<file path="config.mk">
export PLATFORM = sky130hd
export DESIGN_NAME = p405s_dvc_event_ctl
export DESIGN_NICKNAME = d
export VERILOG_FILES = /design/src/rtl/p405s_dvc_event_ctl.sv
export SDC_FILE = /design/constraint.sdc
export NUM_CORES = 1
export LEC_CHECK = 0
export CORE_AREA = 3 3 41 43
export CTS_BUF_LIST = sky130_fd_sc_hd__clkbuf_8
export DETAILED_ROUTE_END_ITERATION = 10
export DIE_AREA = 0 0 44 46
export GPL_TIMING_DRIVEN = 1
export HOLD_SLACK_MARGIN = 0.02
export PLACE_DENSITY = 0.79
export RECOVER_POWER = 25
export SETUP_SLACK_MARGIN = 0.1
export SLEW_MARGIN = 20
export SYNTH_ARGS = -nofsm -noshare
export SYNTH_HDL_FRONTEND = slang
export SYNTH_SLANG_ARGS = --single-unit
</file>
<file path="constraint.sdc">
create_clock -name CB -period 1.54 [get_ports CB]
set_clock_uncertainty 0.15 [all_clocks]
set_input_delay 0.154 -clock CB [delete_from_list [all_inputs] [get_ports CB]]
set_output_delay 0.154 -clock CB [all_outputs]
set_load 0.05 [all_outputs]
</file>
<file path="src/rtl/p405s_dvc_event_ctl.sv">
// p405s_dvc_event_ctl
//
// Debug data-value-compare (DVC) event controller. It qualifies the per-byte
// DVC compare vectors from EXE with the DAC hit and the programmed DVC mode.
// The result is registered into WB as a one-cycle event pulse per comparator.
// The block also keeps the sticky DBSR DVC status bits and an overrun flag,
// and drives a registered request/acknowledge handshake to the debug
// exception logic.
//
// Ports
//   CB               core clock, rising edge
//   coreReset_N      synchronous active-low reset
//   EXE_dvc1ByteCmp  DVC1 per-byte equal flags [0:3]
//   EXE_dvc2ByteCmp  DVC2 per-byte equal flags [0:3]
//   PCL_dvcByteEnL2  byte lanes accessed by the load/store [0:3]
//   EXE_dac1Hit      DAC1 address match
//   EXE_dac2Hit      DAC2 address match
//   EXE_ldStValid    valid load/store in EXE
//   EXE_flush        kill the EXE instruction
//   DBCR_dvc1Mode    DVC1 mode: 00 off, 01 all bytes, 10 any byte, 11 halfword
//   DBCR_dvc2Mode    DVC2 mode, same encoding
//   DBCR_idm         internal debug mode; gates new exception requests
//   DBSR_clrDvc      status clear pulses, bit0 DVC1, bit1 DVC2
//   DBSR_clrOvr      overrun clear pulse
//   DBG_excAck       debug exception accepted
//   WB_dvc1Event     DVC1 event pulse in WB
//   WB_dvc2Event     DVC2 event pulse in WB
//   DBSR_dvc1        sticky DVC1 status
//   DBSR_dvc2        sticky DVC2 status
//   DBG_dvcOvr       sticky overrun flag
//   DBG_excReq       debug exception request (registered level)
//
// Handshake: DBG_excReq is a level that rises the cycle after a qualifying
// hit and holds until the cycle after DBG_excAck is seen high with it. An
// ack that coincides with a new hit keeps the request high, so the new
// event is re-armed. An ack seen while the request is low is ignored.
// DBG_excReq is the request FSM state bit itself (high exactly in PEND).
// This lets a checker read the FSM state from the port directly.

module p405s_dvc_event_ctl (
    input  logic       CB,
    input  logic       coreReset_N,
    input  logic [0:3] EXE_dvc1ByteCmp,
    input  logic [0:3] EXE_dvc2ByteCmp,
    input  logic [0:3] PCL_dvcByteEnL2,
    input  logic       EXE_dac1Hit,
    input  logic       EXE_dac2Hit,
    input  logic       EXE_ldStValid,
    input  logic       EXE_flush,
    input  logic [0:1] DBCR_dvc1Mode,
    input  logic [0:1] DBCR_dvc2Mode,
    input  logic       DBCR_idm,
    input  logic [0:1] DBSR_clrDvc,
    input  logic       DBSR_clrOvr,
    input  logic       DBG_excAck,
    output logic       WB_dvc1Event,
    output logic       WB_dvc2Event,
    output logic       DBSR_dvc1,
    output logic       DBSR_dvc2,
    output logic       DBG_dvcOvr,
    output logic       DBG_excReq
);

    typedef enum logic {
        IDLE = 1'b0,
        PEND = 1'b1
    } reqState_t;

    reqState_t reqState;

    // Mode combine. Zero byte enables never match: mode 01 tests e != 0
    // explicitly, and the other modes AND every term with e.
    function automatic logic dvcMatch(input logic [0:1] mode,
                                      input logic [0:3] b,
                                      input logic [0:3] e);
        logic m;
        case (mode)
            2'b01:   m = (e != 4'b0000) && ((b & e) == e);
            2'b10:   m = |(b & e);
            2'b11:   m = (e[0] & e[1] & b[0] & b[1]) | (e[2] & e[3] & b[2] & b[3]);
            default: m = 1'b0;
        endcase
        return m;
    endfunction

    logic qualify;
    logic hit1;
    logic hit2;
    logic newReq;

    always_comb begin
        qualify = EXE_ldStValid & ~EXE_flush;
        hit1    = qualify & EXE_dac1Hit
                  & dvcMatch(DBCR_dvc1Mode, EXE_dvc1ByteCmp, PCL_dvcByteEnL2);
        hit2    = qualify & EXE_dac2Hit
                  & dvcMatch(DBCR_dvc2Mode, EXE_dvc2ByteCmp, PCL_dvcByteEnL2);
        newReq  = DBCR_idm & (hit1 | hit2);
    end

    always_ff @(posedge CB) begin
        if (!coreReset_N) begin
            WB_dvc1Event <= 1'b0;
            WB_dvc2Event <= 1'b0;
            DBSR_dvc1    <= 1'b0;
            DBSR_dvc2    <= 1'b0;
            DBG_dvcOvr   <= 1'b0;
            DBG_excReq   <= 1'b0;
            reqState     <= IDLE;
        end else begin
            // Single-stage EXE->WB register; nothing is buffered.
            WB_dvc1Event <= hit1;
            WB_dvc2Event <= hit2;

            // Sticky status: a hit in the same cycle as a clear wins.
            DBSR_dvc1 <= (DBSR_dvc1 & ~DBSR_clrDvc[0]) | hit1;
            DBSR_dvc2 <= (DBSR_dvc2 & ~DBSR_clrDvc[1]) | hit2;

            // Overrun: a new request while the current one is still
            // outstanding and not being acknowledged this cycle.
            DBG_dvcOvr <= (DBG_dvcOvr & ~DBSR_clrOvr)
                          | (newReq & DBG_excReq & ~DBG_excAck);

            // Dropping DBCR_idm does not withdraw a pending request;
            // only ack or reset retires it.
            case (reqState)
                IDLE: begin
                    if (newReq) begin
                        reqState   <= PEND;
                        DBG_excReq <= 1'b1;
                    end
                end
                PEND: begin
                    if (DBG_excAck && !newReq) begin
                        reqState   <= IDLE;
                        DBG_excReq <= 1'b0;
                    end
                end
                default: begin
                    reqState   <= IDLE;
                    DBG_excReq <= 1'b0;
                end
            endcase
        end
    end

endmodule

</file>
==> results.cfg <==
[route]
vias = 595
wl_per_cell_um = 15.9
drt_iter0_drc = 8
finalWirelength_um = 1750
drtPass1Iterations = 4
drc_errors = 0
routed_via_density = 5.41
ant_nets = 0

[worst_setup_path]
crit_slowest_cell = o41a_1
cp-start-kind = input port
path_buf_inv = 1
cp-end-kind = flip-flop
max_stage_delay_ns = 0.50
crit_family = compound AO/OA/AOI/OAI gates
crit_type = in -> reg
cp.arrival_ns = 1.36
cp_max_fo = 4
cp.required_ns = 1.50
crit_chain = clkdlybuf4s15_1 > o41a_1 > o2bb2ai_4 > o21ai_2 > a21boi_1

[global_route]
overflow = 0
grt_pass1_vias = 565
groute.usage.overall = 0.162
antenna_found_initial = 0
grt_max_degree = 11
grt_pass1_wl_um = 2370

[layout]
fill_cells = 98
n_antenna_cell = 0
multi_input_area_um2 = 414
drive_above_1_share = 0.326
layoutNonFillerInstCount = 110
nets = 123
seqCellArea_um2 = 140
area_growth_syn_to_layout_pct = 114
utilization = 0.730

[place]
gp_congestion = 0.787
dp_hpwl_um = 1160
dp_cells = 105
port_buffers = 32

[power]
p_leak_uw = 0.000430
power_density_nw_per_um2 = 630
vdd_drop_max_mv = 0.543

[die]
initial_core_util = 0.341
boundaryPins = 33
core_um2 = 1330
num_rows = 13
die_w_um = 44
die-area_um2 = 2020
die_y_um = 46

[clock_network]
path_clk_slew_ns = 0.04
cts_tree = done
cts_buffer_depth = 2
clk_latency_ns = 0.23
cts-root-buf = clkbuf_8
ctsHoldBuffers = 0
tritoncts.num_buffers = 3
clock-sinks = 7
htreeDepth = 1

[yosys]
ys_types = 22
synth_nets = 85
syn_inst = 58
synth-warning-count = 0
avgSynthCellArea_um2 = 7.85
synthMuxAreaShare = 0
synth_compound_area_frac = 0.332
synth_seq_cells = 7
ys_seq_area_frac = 0.308
synth_xor_area_frac = 0
synthSimpleGateAreaFrac = 0.310
synth_top_family_by_area = compound AO/OA/AOI/OAI gates
synth_adder_area_share = 0
syn-cell-area_um2 = 455

[timing]
max_freq_mhz = 711
fin_crit_sh = 0.913
fin_crit_ns = 1.41
max_slew.worst_pin.slew_ns = 0.607
setup_viol = 0
finalMaxSlewViolations = 0
rsz0062_at_grt = no
hold_viol_final = 0
slew_headroom = 0.597

[min_path]
hp-class = reg -> reg

[job]
maxCapViolations = 0

[run_status]
status = finished, final reports clean
-- cells in the mapped netlist --
| master | instances | area, um^2 |
|---|---|---|
| a21boi_1 | 1 | 7.51 |
| a21oi_1 | 2 | 10.0 |
| a41oi_1 | 2 | 17.5 |
| and2_1 | 1 | 6.26 |
| and2_2 | 1 | 7.51 |
| buf_4 | 1 | 7.51 |
| dfxtp_1 | 7 | 140 |
| inv_1 | 4 | 15.0 |
| nand2_1 | 11 | 41.3 |
| nand2b_1 | 1 | 6.26 |
| nand3_1 | 4 | 20.0 |
| nand3b_1 | 4 | 30.0 |
| nor2b_1 | 3 | 18.8 |
| nor3_1 | 1 | 5.00 |
| nor4_1 | 1 | 6.26 |
| o21a_1 | 2 | 15.0 |
| o21ai_1 | 1 | 5.00 |
| o21ai_2 | 1 | 8.76 |
| o22ai_1 | 6 | 37.5 |
| o2bb2ai_1 | 1 | 8.76 |
| o2bb2ai_2 | 2 | 30.0 |
| o41a_1 | 1 | 11.3 |
-- sequential cells by signal, summed over array words and instances, names as in the netlist --
signal and count:
DBG_excReq 1, reqState 1, WB_dvc1Event 1, DBSR_dvc1 1, WB_dvc2Event 1, DBSR_dvc2 1, DBG_dvcOvr 1
-- final timing paths --
path	start	endpoint	slack, ns	depth (start not counted)
setup / recovery	PCL_dvcByteEnL2[3]	reqState$_SDFF_PN0_	0.13	5
hold / removal	reqState$_SDFF_PN0_	reqState$_SDFF_PN0_	0.34	2
setup reg to reg	DBG_excReq$_SDFFE_PN0P_	DBG_excReq$_SDFFE_PN0P_	0.59	3
hold reg to reg	reqState$_SDFF_PN0_	reqState$_SDFF_PN0_	0.34	2
-- repair_timing --
item / CTS / global route
endpoints found under the hold margin: 0 / 0
gates resized for setup: 15 / 26
pin swaps: 6 / 13
setup buffers: 0 / 1
setup endpoints to repair: 7 / 5
-- power by group --
part | internal (uW) | switching, uW | leakage (uW) | total [uW]
logic | 89.5 | 83.0 | 0.000346 | 173
registers | 185 | 2.75 | 0.0000565 | 188
clock network | 172 | 80.2 | 0.0000269 | 252
-- routing by layer --
metal	vias up	wire length, um	track usage
met5	-	0	0
met2	25	970	0.276
met1	278	645	0.178
li1	290	-	-
met4	0	8	0.0783
met3	2	120	0.0553
-- layout by cell type, fill, tap and decap left out, drive strengths merged, types with 3 or more instances in the layout --
cell / count
o22ai: 6
nand3b: 4
dfxtp: 7
nor2b: 3
inv: 5
nand3: 4
clkdlybuf4s50: 12
clkbuf: 8
dlymetal6s2s: 8
dlygate4sd2: 3
o2bb2ai: 3
buf: 5
nand2: 11
-- stage by stage --
step           setup slack (ns)  cell area (um^2)  setup TNS [ns]  hold slack, ns  power (uW)
2_1_floorplan             0.310               455               0           0.148         241
3_3_place_gp             -0.227               805           -1.35           0.325         332
3_5_place_dp             -0.253               805           -1.40           0.325         333
4_1_cts                   0.103               901               0           0.342         595
5_1_grt                   0.101               973               0           0.374         641
6_report                  0.134               973               0           0.343         613
-- cell type report --
cell class / instances / share of cell area
inverters: 4 / 0.0154
repair buffers: 34 / 0.350
clock buffers: 3 / 0.0424
well taps: 15 / 0.0193
multi-input cells: 46 / 0.425
flip-flops and latches: 7 / 0.144
clock inverters: 1 / 0.00386
-- cells by family after synthesis --
logic type | count (synthesis)
buffers and inverters | 5
DFF | 7
AOI/OAI and AO/OA | 19
and+or+nand+nor | 27
-- worst register-to-register path: stages, from the launching register on --
cell and delay [ns]:
dfxtp_1 0.43, nand3_1 0.10, o2bb2ai_1 0.13, nand2_1 0.08
(Power assumes the default switching activity.)
